[src/rtl/lcd_responder.sv]
// HD44780-style responder: synchronises the character-LCD bus, executes the writer's
// instruction subset and keeps a 32-entry display buffer with busy timing and a read port.
module lcd_responder #(
  parameter int BUSY_CYCLES  = 2000,
  parameter int CLEAR_CYCLES = 82000
) (
  input  logic       CLOCK_50,
  input  logic       RST,
  input  logic       LCD_EN,
  input  logic       LCD_RS,
  input  logic       LCD_RW,
  input  logic [7:0] LCD_DATA,
  input  logic [4:0] RD_ADDR,
  output logic [7:0] RD_CHAR,
  output logic [4:0] CURSOR,
  output logic       BUSY,
  output logic       ENTRY_INC,
  output logic       DISP_ON,
  output logic       FUNC_OK,
  output logic       WR_STROBE,
  output logic       CMD_ERR,
  output logic       OVERRUN
);

  localparam int MAX_CNT = (BUSY_CYCLES > CLEAR_CYCLES) ? BUSY_CYCLES : CLEAR_CYCLES;
  localparam int CW      = $clog2(MAX_CNT + 1);
  localparam logic [CW-1:0] BUSY_LOAD  = CW'(BUSY_CYCLES);
  // The sweep itself accounts for 32 of the clear's busy cycles.
  localparam logic [CW-1:0] CLEAR_LOAD = CW'(CLEAR_CYCLES - 32);

  typedef enum logic [1:0] {
    S_CLEAR = 2'd0,
    S_IDLE  = 2'd1,
    S_WAIT  = 2'd2
  } state_t;

  logic       en_meta_r, en_sync_r, en_prev_r;
  logic       rs_meta_r, rs_sync_r;
  logic       rw_meta_r, rw_sync_r;
  logic [7:0] data_meta_r, data_sync_r;

  state_t        state_r;
  logic [4:0]    clr_idx_r;
  logic [CW-1:0] cnt_r;
  logic          busy_r;
  logic [4:0]    cursor_r;
  logic          entry_inc_r;
  logic          disp_on_r;
  logic          func_ok_r;
  logic          wr_strobe_r;
  logic          cmd_err_r;
  logic          overrun_r;
  logic [7:0]    rd_char_r;

  logic [7:0] mem_r [32];

  logic       fall_s;
  logic       accept_s;
  logic       reject_s;
  logic       mem_we_s;
  logic [4:0] mem_wa_s;
  logic [7:0] mem_wd_s;

  assign fall_s   = en_prev_r & ~en_sync_r;
  assign accept_s = fall_s & ~rw_sync_r & ~busy_r;
  assign reject_s = fall_s & ~rw_sync_r & busy_r;

  // Two-stage synchronisers for the bus plus EN history for edge detection.
  always_ff @(posedge CLOCK_50 or negedge RST) begin
    if (!RST) begin
      en_meta_r   <= 1'b0;
      en_sync_r   <= 1'b0;
      en_prev_r   <= 1'b0;
      rs_meta_r   <= 1'b0;
      rs_sync_r   <= 1'b0;
      rw_meta_r   <= 1'b0;
      rw_sync_r   <= 1'b0;
      data_meta_r <= 8'h00;
      data_sync_r <= 8'h00;
    end else begin
      en_meta_r   <= LCD_EN;
      en_sync_r   <= en_meta_r;
      en_prev_r   <= en_sync_r;
      rs_meta_r   <= LCD_RS;
      rs_sync_r   <= rs_meta_r;
      rw_meta_r   <= LCD_RW;
      rw_sync_r   <= rw_meta_r;
      data_meta_r <= LCD_DATA;
      data_sync_r <= data_meta_r;
    end
  end

  // Buffer write port: clear sweep has priority; data writes only when accepted.
  always_comb begin
    mem_we_s = 1'b0;
    mem_wa_s = cursor_r;
    mem_wd_s = data_sync_r;
    if ((state_r == S_CLEAR) && RST) begin
      mem_we_s = 1'b1;
      mem_wa_s = clr_idx_r;
      mem_wd_s = 8'h20;
    end else if ((state_r == S_IDLE) && accept_s && rs_sync_r) begin
      mem_we_s = 1'b1;
    end else begin
      mem_we_s = 1'b0;
    end
  end

  // Display buffer storage; no reset, the clear sweep initialises it.
  always_ff @(posedge CLOCK_50) begin
    if (mem_we_s) begin
      mem_r[mem_wa_s] <= mem_wd_s;
    end
  end

  // Control FSM, instruction execution and registered outputs.
  always_ff @(posedge CLOCK_50 or negedge RST) begin
    if (!RST) begin
      state_r     <= S_CLEAR;
      clr_idx_r   <= 5'd0;
      cnt_r       <= '0;
      busy_r      <= 1'b1;
      cursor_r    <= 5'd0;
      entry_inc_r <= 1'b1;
      disp_on_r   <= 1'b0;
      func_ok_r   <= 1'b0;
      wr_strobe_r <= 1'b0;
      cmd_err_r   <= 1'b0;
      overrun_r   <= 1'b0;
      rd_char_r   <= 8'h00;
    end else begin
      rd_char_r   <= mem_r[RD_ADDR];
      wr_strobe_r <= 1'b0;
      if (reject_s) begin
        overrun_r <= 1'b1;
      end
      case (state_r)
        S_CLEAR: begin
          clr_idx_r <= clr_idx_r + 5'd1;
          if (clr_idx_r == 5'd31) begin
            if (cnt_r == '0) begin
              state_r <= S_IDLE;
              busy_r  <= 1'b0;
            end else begin
              state_r <= S_WAIT;
            end
          end
        end
        S_WAIT: begin
          if (cnt_r <= CW'(1)) begin
            state_r <= S_IDLE;
            busy_r  <= 1'b0;
          end else begin
            cnt_r <= cnt_r - CW'(1);
          end
        end
        S_IDLE: begin
          if (accept_s) begin
            busy_r  <= 1'b1;
            state_r <= S_WAIT;
            cnt_r   <= BUSY_LOAD;
            if (rs_sync_r) begin
              wr_strobe_r <= 1'b1;
              cursor_r    <= entry_inc_r ? (cursor_r + 5'd1) : (cursor_r - 5'd1);
            end else begin
              casez (data_sync_r)
                8'b1???_????: begin
                  if (data_sync_r[6:4] == 3'b000) begin
                    cursor_r <= {1'b0, data_sync_r[3:0]};
                  end else if (data_sync_r[6:4] == 3'b100) begin
                    cursor_r <= {1'b1, data_sync_r[3:0]};
                  end else begin
                    cmd_err_r <= 1'b1;
                  end
                end
                8'b01??_????: begin
                  cmd_err_r <= cmd_err_r;
                end
                8'b001?_????: begin
                  func_ok_r <= data_sync_r[4] & data_sync_r[3];
                  if (!(data_sync_r[4] & data_sync_r[3])) begin
                    cmd_err_r <= 1'b1;
                  end
                end
                8'b0001_????: begin
                  if (data_sync_r[3]) begin
                    cmd_err_r <= 1'b1;
                  end else begin
                    cursor_r <= data_sync_r[2] ? (cursor_r + 5'd1) : (cursor_r - 5'd1);
                  end
                end
                8'b0000_1???: begin
                  disp_on_r <= data_sync_r[2];
                end
                8'b0000_01??: begin
                  entry_inc_r <= data_sync_r[1];
                  if (data_sync_r[0]) begin
                    cmd_err_r <= 1'b1;
                  end
                end
                8'b0000_001?: begin
                  cursor_r <= 5'd0;
                end
                8'b0000_0001: begin
                  cursor_r    <= 5'd0;
                  entry_inc_r <= 1'b1;
                  state_r     <= S_CLEAR;
                  clr_idx_r   <= 5'd0;
                  cnt_r       <= CLEAR_LOAD;
                end
                default: begin
                  cmd_err_r <= 1'b1;
                end
              endcase
            end
          end
        end
        default: begin
          state_r <= S_IDLE;
          busy_r  <= 1'b0;
        end
      endcase
    end
  end

  assign RD_CHAR   = rd_char_r;
  assign CURSOR    = cursor_r;
  assign BUSY      = busy_r;
  assign ENTRY_INC = entry_inc_r;
  assign DISP_ON   = disp_on_r;
  assign FUNC_OK   = func_ok_r;
  assign WR_STROBE = wr_strobe_r;
  assign CMD_ERR   = cmd_err_r;
  assign OVERRUN   = overrun_r;

endmodule

[config.mk]
export PLATFORM = sky130hd
export DESIGN_NAME = lcd_responder
export DESIGN_NICKNAME = d
export VERILOG_FILES = /design/src/rtl/lcd_responder.sv
export SDC_FILE = /design/constraint.sdc
export NUM_CORES = 1
export LEC_CHECK = 0
export BUFFER_PORTS_ARGS = -buffer_cell sky130_fd_sc_hd__buf_4
export CORE_ASPECT_RATIO = 0.75
export CORE_UTILIZATION = 50
export CTS_BUF_LIST = sky130_fd_sc_hd__clkbuf_16
export CTS_CLUSTER_DIAMETER = 150
export DETAILED_ROUTE_END_ITERATION = 10
export PLACE_DENSITY = 0.67
export SYNTH_ARGS = -nofsm -noshare
export SYNTH_HDL_FRONTEND = slang
export SYNTH_SLANG_ARGS = --single-unit
[constraint.sdc]
create_clock -name CLOCK_50 -period 2.8 [get_ports CLOCK_50]
set_clock_uncertainty 0.05 [all_clocks]
set_input_delay 0.28 -clock CLOCK_50 [delete_from_list [all_inputs] [get_ports CLOCK_50]]
set_output_delay 0.28 -clock CLOCK_50 [all_outputs]
set_load 0.02 [all_outputs]
After elaboration in Yosys (flattened, before gate mapping)
Memories as Yosys holds them, arrays and structs flattened. A register that Yosys moved wholly into a read port is not among the register bits.
Cells that the tools add are included.
{ "totals": {"ram_bits": 256, "elab_cells": 127, "mem_bits_ro": 0, "n_memories": 1, "ff_bits": 59, "inputBits": 18, "latch_bits": 0, "output_inout_bits": 20} }
{ "classes": {"addsub": 4, "n_reduce_logical": 22, "n_bitwise": 10, "div_mod_pow": 0, "shift": 0, "magnitude_cmp": 1, "eq_ne": 25, "n_mux": 44, "multipliers": 0} }
{ "memory_table": {"columns": ["name", "words", "width", "rd", "rd_clocked_by_memory_dff", "wr", "line", "text"], "rows": [
  ["mem_r", 32, 8, 1, 1, 1, "55", "logic [7:0] mem_r [32];"]
]} }
{ "op_table": {"columns": ["cell", "count"], "rows": [
  ["17-bit 2-to-1 mux", 4],
  ["5-bit 2-to-1 mux", 10],
  ["17-bit case mux with 2 select lines", 1],
  ["4-bit AND reduction", 5],
  ["2-bit inequality test (second input constant)", 9],
  ["17-bit by 1-bit less-or-equal comparator with 1-bit output (second input constant)", 1],
  ["17-bit logical NOT", 1],
  ["17-bit by 1-bit subtractor with 17-bit output (second input constant)", 1],
  ["1-bit 2-to-1 mux", 16],
  ["5-bit case mux with 3 select lines", 1],
  ["2-bit 2-to-1 mux", 6],
  ["5-bit by 1-bit adder with 5-bit output (second input constant)", 2],
  ["5-bit case mux with 2 select lines", 1],
  ["9-bit AND reduction", 1],
  ["8-bit by 1-bit == test with 1-bit output (second input constant)", 1],
  ["8-bit 2-to-1 mux", 1],
  ["7-bit by 1-bit == test with 1-bit output (second input constant)", 1],
  ["6-bit by 1-bit == test with 1-bit output (second input constant)", 1],
  ["2-bit by 1-bit inequality test with 1-bit output (second input constant)", 3],
  ["2-bit case mux with 3 select lines", 1],
  ["3-bit AND reduction", 2],
  ["2-bit nonzero test", 3],
  ["1-bit bitwise AND", 5],
  ["5-bit by 1-bit == test with 1-bit output (second input constant)", 1],
  ["21 further kinds", 28]
]} }

Longest topological paths before layout
{ "depth": {"depth_word": 10, "mapped_depth": 8, "mapped_depth_nobuf": 7} }

Least setup slack after synthesis
Ideal clock, no wire load.
{ "synth_timing": {"kind": "flip-flop to flip-flop", "from": "register state_r[1]", "to": "memory mem_r[18][0], enable pin", "t_arrival_ns": 1.889, "setup_slack_ns": 0.490, "setup_time_ns": 0.371, "n_path_buf": 2, "stages_incl_launch_ff": 8, "required_time_ns": 2.379, "synth_period_minus_slack_ns": 2.310, "path_cell_list": "dfrtp_1 buf_2 or3b_1 buf_2 mux2i_4 nor2b_1 nand2_1 nor2_1"} }
{ "synth_via": {"elab_chain_cells": 7, "elab_cells_between_ends": 10, "cone_classes": "eq/ne (1); mux (5); reduce/logical (4)"} }
{ "synth_rtl": {"columns": ["item", "line", "text"], "rows": [
  ["start, declared", "42", "state_t state_r;"],
  ["start signal, assigned", "119", "state_r <= S_CLEAR;"],
  ["start signal, assigned", "142", "state_r <= S_IDLE;"],
  ["start signal, assigned", "145", "state_r <= S_WAIT;"],
  ["2-bit by 1-bit == test with 1-bit output", "102", "end else if ((state_r == S_IDLE) && accept_s && rs_sync_r) begin"],
  ["1-bit logical AND (2 in a row)", "102", null],
  ["1-bit 2-to-1 mux", "102", null],
  ["1-bit 2-to-1 mux", "98", "if ((state_r == S_CLEAR) && RST) begin"],
  ["1-bit 2-to-1 mux", "111", "if (mem_we_s) begin"],
  ["1-bit 2-to-1 mux (implied by the code)", "112", "mem_r[mem_wa_s] <= mem_wd_s;"],
  ["end, declared", "55", null]
]} }
Parallel ways exist; a longest one is shown, timed or not.

Worst setup path in the final report
{ "layout_timing": {"from": "register state_r[0]", "to": "memory mem_r[29][7], enable pin"} }
Same word-level chain as after synthesis.

==> impl_results.md <==
* RSZ-0062 raised after global routing: no
* Total Routing Usage GR at 0.230
* Syn_area_per_cell at 16.9 sq um
* Final Hold Fails at 0
* Clock Latency Late Sink at 0.55 ns
* Tmin final at between 2 and 3 ns
* Clock share of power at 0.323
* # port buffers at 37
* Placed Area at 14300 sq um
* Post-Synthesis Cells at between 700 and 800
* Internal power at 0.00873 W
* Clock-pin slew on the worst setup and hold paths at roughly 0.060 ns
* Die width at about 190 um
* Flops & latches, synth at 323
* Largest net degree at the start of global routing at 69
* Tot Pwr at 0.0121 W
* Final setup fails at 0
* TNS Setup at 0 ns
* DR top layer: met4
* Chip height at 143 um
* # Max-Cap Violations at 0
* Layout fillers at 1903
* Final nets at 909
* Netlist cell types at 72
* Wire length on met3 at 2970 um
* Part of the power in registers at 0.500
* Ys flop type: edfxtp_1
* Async S/R FF share, synth at 0.207
* Crit path max-delay cell type: or3b_1
* Crit-path most repeated cell: nor2_1
* Worst path max stage delay at 0.66 ns
* Wire length on met1 at 13500 um
* Initial Utilization at 0.511
* Clock tree buffer depth at 3
* Initial DRC count at 760
* Dpl hpwl at 20100 um
* Final instance area at between 15000 and 20000 sq um
* Levels on crit path at 6
* Worst-path maximum fanout at 14
* Worst hold path depth at 3
* Final Slew Violations at 0
* Post-synth EDFFs at 256
* Worst IR Drop VDD at 547 uV
* HP Class: input port to register
* Layout cells sized above 1 at 0.240
* FMAX at 0.386 GHz
* DRC violations left at 0
* WS Path Type: register to register
* Clock Sinks at 323
* Pwr dens at 786 nW/um^2
* FF-to-FF path depth at 6
* CP Launch Type: register
* Vias/cell at 6.10
* Antenna Cells at 0
* Wire length on met2 at 13200 um
* DR pass1 iterations at 5
* Sink of the worst hold path: RD_CHAR[4]
* Inserted Clock Buffers at 30
* Average wire per standard cell at 24.1 um
* Antenna violations before repair at 0
* Pleak at 5.42 nW
* Combinational power share at 0.177
* Switching portion of total power at 0.279
* Area occupied by multi-input gates at 3720 sq um
* Core box area at 26100 sq um
* Worst setup EP type: register
* Final ANT Viol Nets at 0
* Final worst slack at 0.208 ns
* Mapped Nets at 812
* Slew HR at 0.259
* CTS root buffer: clkbuf_16
* Psw at 0.00337 W
* Setup Slack @ Placement at ~0.23 ns
* Buf+Inv Stages, Crit Path at 1
* Vias in the first global route at 7532
* Crit path max-delay family: simple AND/OR/NAND/NOR gates
* Fin crit share at 0.926
* Critical-path cell list: or3b_1, mux2i_4, nor2_1, nand2_1, nor2_1, buf_4
* Register area at 9370 sq um
* Crit path DAT at 2.79 ns
* RR Startpoint: state_r[0]
* Total Wirelength at 30200 um
* CTS tree: built
* Post-synthesis sequential area ratio at 0.702
* First-pass GRT wire length at 46400 um
* Setup crit start: state_r[0]
* Top-Level Pins at 38
* Core Rows at 51
* Synth Cell Area at 13300 sq um
* FF-to-FF setup slack at 0.21 ns
* Worst-Margin Slew at 1.11 ns
* Req. time, crit path at 3.00 ns
* CTS HTree Levels at 1
* Via Count at 7648
* DIE AREA at 27300 sq um
* Status: finished, final reports clean
* Gpl congestion at 0.872
* Area Overhead vs Synth at 15.5%
* Yosys warning count at 0
* Total grt overflow at 0
* Worst r2r dst: mem_r[29][7]
* Hold_sp: RD_ADDR[4]
[worst max-delay path by stage]
stage | end | slack (ns)
2_1_floorplan | mem_r[18][0] | 0.49
3_3_place_gp | mem_r[10][1] | 0.28
3_5_place_dp | mem_r[11][4] | 0.23
4_1_cts | mem_r[11][1] | 0.21
5_1_grt | mem_r[11][1] | 0.03
6_report | mem_r[29][7] | 0.21
[worst reg2reg max path, stage by stage, from the launching register on]
cell	delay [ns]
dfrtp_1	0.49
or3b_1	0.66
mux2i_4	0.33
nor2_1	0.18
nand2_1	0.22
nor2_1	0.18
buf_4	0.18
[kinds of logic (layout without fill, tap and decap cells)]
group / after synthesis / in the layout / share of synthesized area
flip-flops: 323 / 323 / 0.702
AND/OR/NAND/NOR: 188 / 188 / 0.0739
multiplexers: 110 / 110 / 0.137
AO/OA/AOI/OAI: 101 / 101 / 0.0565
buffers and inverters: 53 / 174 / 0.0202
XOR/XNOR: 7 / 7 / 0.00460
adder cells (fa/ha/maj): 6 / 6 / 0.00563
[registers in the layout (all words and copies together), names as in the netlist, 2 cells and up]
register     flops
RD_CHAR          8
cnt_r           17
clr_idx_r        5
mem_r          256
CURSOR           5
data_sync_r      8
state_r          2
data_meta_r      8
[stage by stage]
step / hold WS [ns] / util / cells
detailed placement: 0.285 / 0.549 / 1185
finish: 0.0690 / 0.590 / 1253
floorplan: -0.0656 / - / 788
global route: 0.0783 / 0.590 / 1253
CTS: 0.0451 / 0.590 / 1253
global placement: 0.283 / 0.549 / 1185
[power by group through the flow]
stage / clock network (W) / logic (W) / registers (W)
6_report: 0.00391 / 0.00214 / 0.00605
5_1_grt: 0.00415 / 0.00232 / 0.00610
4_1_cts: 0.00399 / 0.00212 / 0.00604
3_5_place_dp: 0 / 0.00210 / 0.00614
3_3_place_gp: 0 / 0.00207 / 0.00611
2_1_floorplan: 0 / 0.00130 / 0.00607
[layout make-up]
| cell class | instances | share of cell area |
|---|---|---|
| Inverter | 11 | 0.00268 |
| Sequential cell | 323 | 0.608 |
| Clock inverter | 24 | 0.0102 |
| Clock buffer | 32 | 0.0520 |
| Timing Repair Buffer | 107 | 0.0574 |
| Multi-Input combinational cell | 412 | 0.242 |
| Tap cell | 344 | 0.0279 |
[timing repair]
| action | 4_1_cts | 5_1_grt |
|---|---|---|
| endpoints found under the hold margin | 68 | 0 |
| hold buffers | 12 | 0 |
| endpoints found under the setup margin | 0 | 64 |
| gates resized for setup | 0 | 1 |
| setup buffers | 0 | 0 |
[synthesized netlist by cell type (5+ instances only)]
cell type    n  share of area
a31oi_1     16         0.0075
inv_1       11         0.0031
buf_2       17         0.0064
or3_1        8         0.0038
buf_4        9         0.0051
nor2_1      72          0.020
and2_1       6         0.0028
o31ai_1      8         0.0045
clkbuf_1    10         0.0028
o221ai_1     8         0.0053
nor4_1       6         0.0028
o21ai_0      9         0.0034
nand3_1     15         0.0056
nand2b_1    13         0.0061
nor3_1      13         0.0049
a221oi_1     9         0.0059
mux2i_1     48          0.036
mux4_2      56          0.095
nand2_1     20         0.0056
a21oi_1     12         0.0045
nand4_1      7         0.0033
edfxtp_1   256           0.58
dfrtp_1     65           0.12
xnor2_1      5         0.0033
ha_1         6         0.0056
[cell usage in the layout, fill, tap and decap left out, types with 7 or more instances in the layout]
cell type / Yosys / routed
edfxtp_1: 256 / 256
buf_4: 9 / 91
nor2_1: 72 / 72
dfrtp_1: 65 / 65
mux4_2: 56 / 56
mux2i_1: 48 / 47
clkbuf_16: 0 / 32
nand2_1: 20 / 20
inv_1: 11 / 20
a31oi_1: 16 / 16
nand3_1: 15 / 15
nand2b_1: 13 / 13
nor3_1: 13 / 13
dlygate4sd3_1: 0 / 12
a21oi_1: 12 / 10
o21ai_0: 9 / 9
a221oi_1: 9 / 9
o221ai_1: 8 / 8
or3_1: 8 / 8
o31ai_1: 8 / 8
clkinv_2: 0 / 8
nand4_1: 7 / 7
[layer usage]
| layer | track usage | vias up |
|---|---|---|
| li1 | - | 3341 |
| met1 | 0.356 | 3878 |
| met2 | 0.331 | 374 |
| met3 | 0.0571 | 55 |
| met4 | 0.0480 | 0 |
| met5 | 0 | - |
Power figures use the tool's default switching activity.
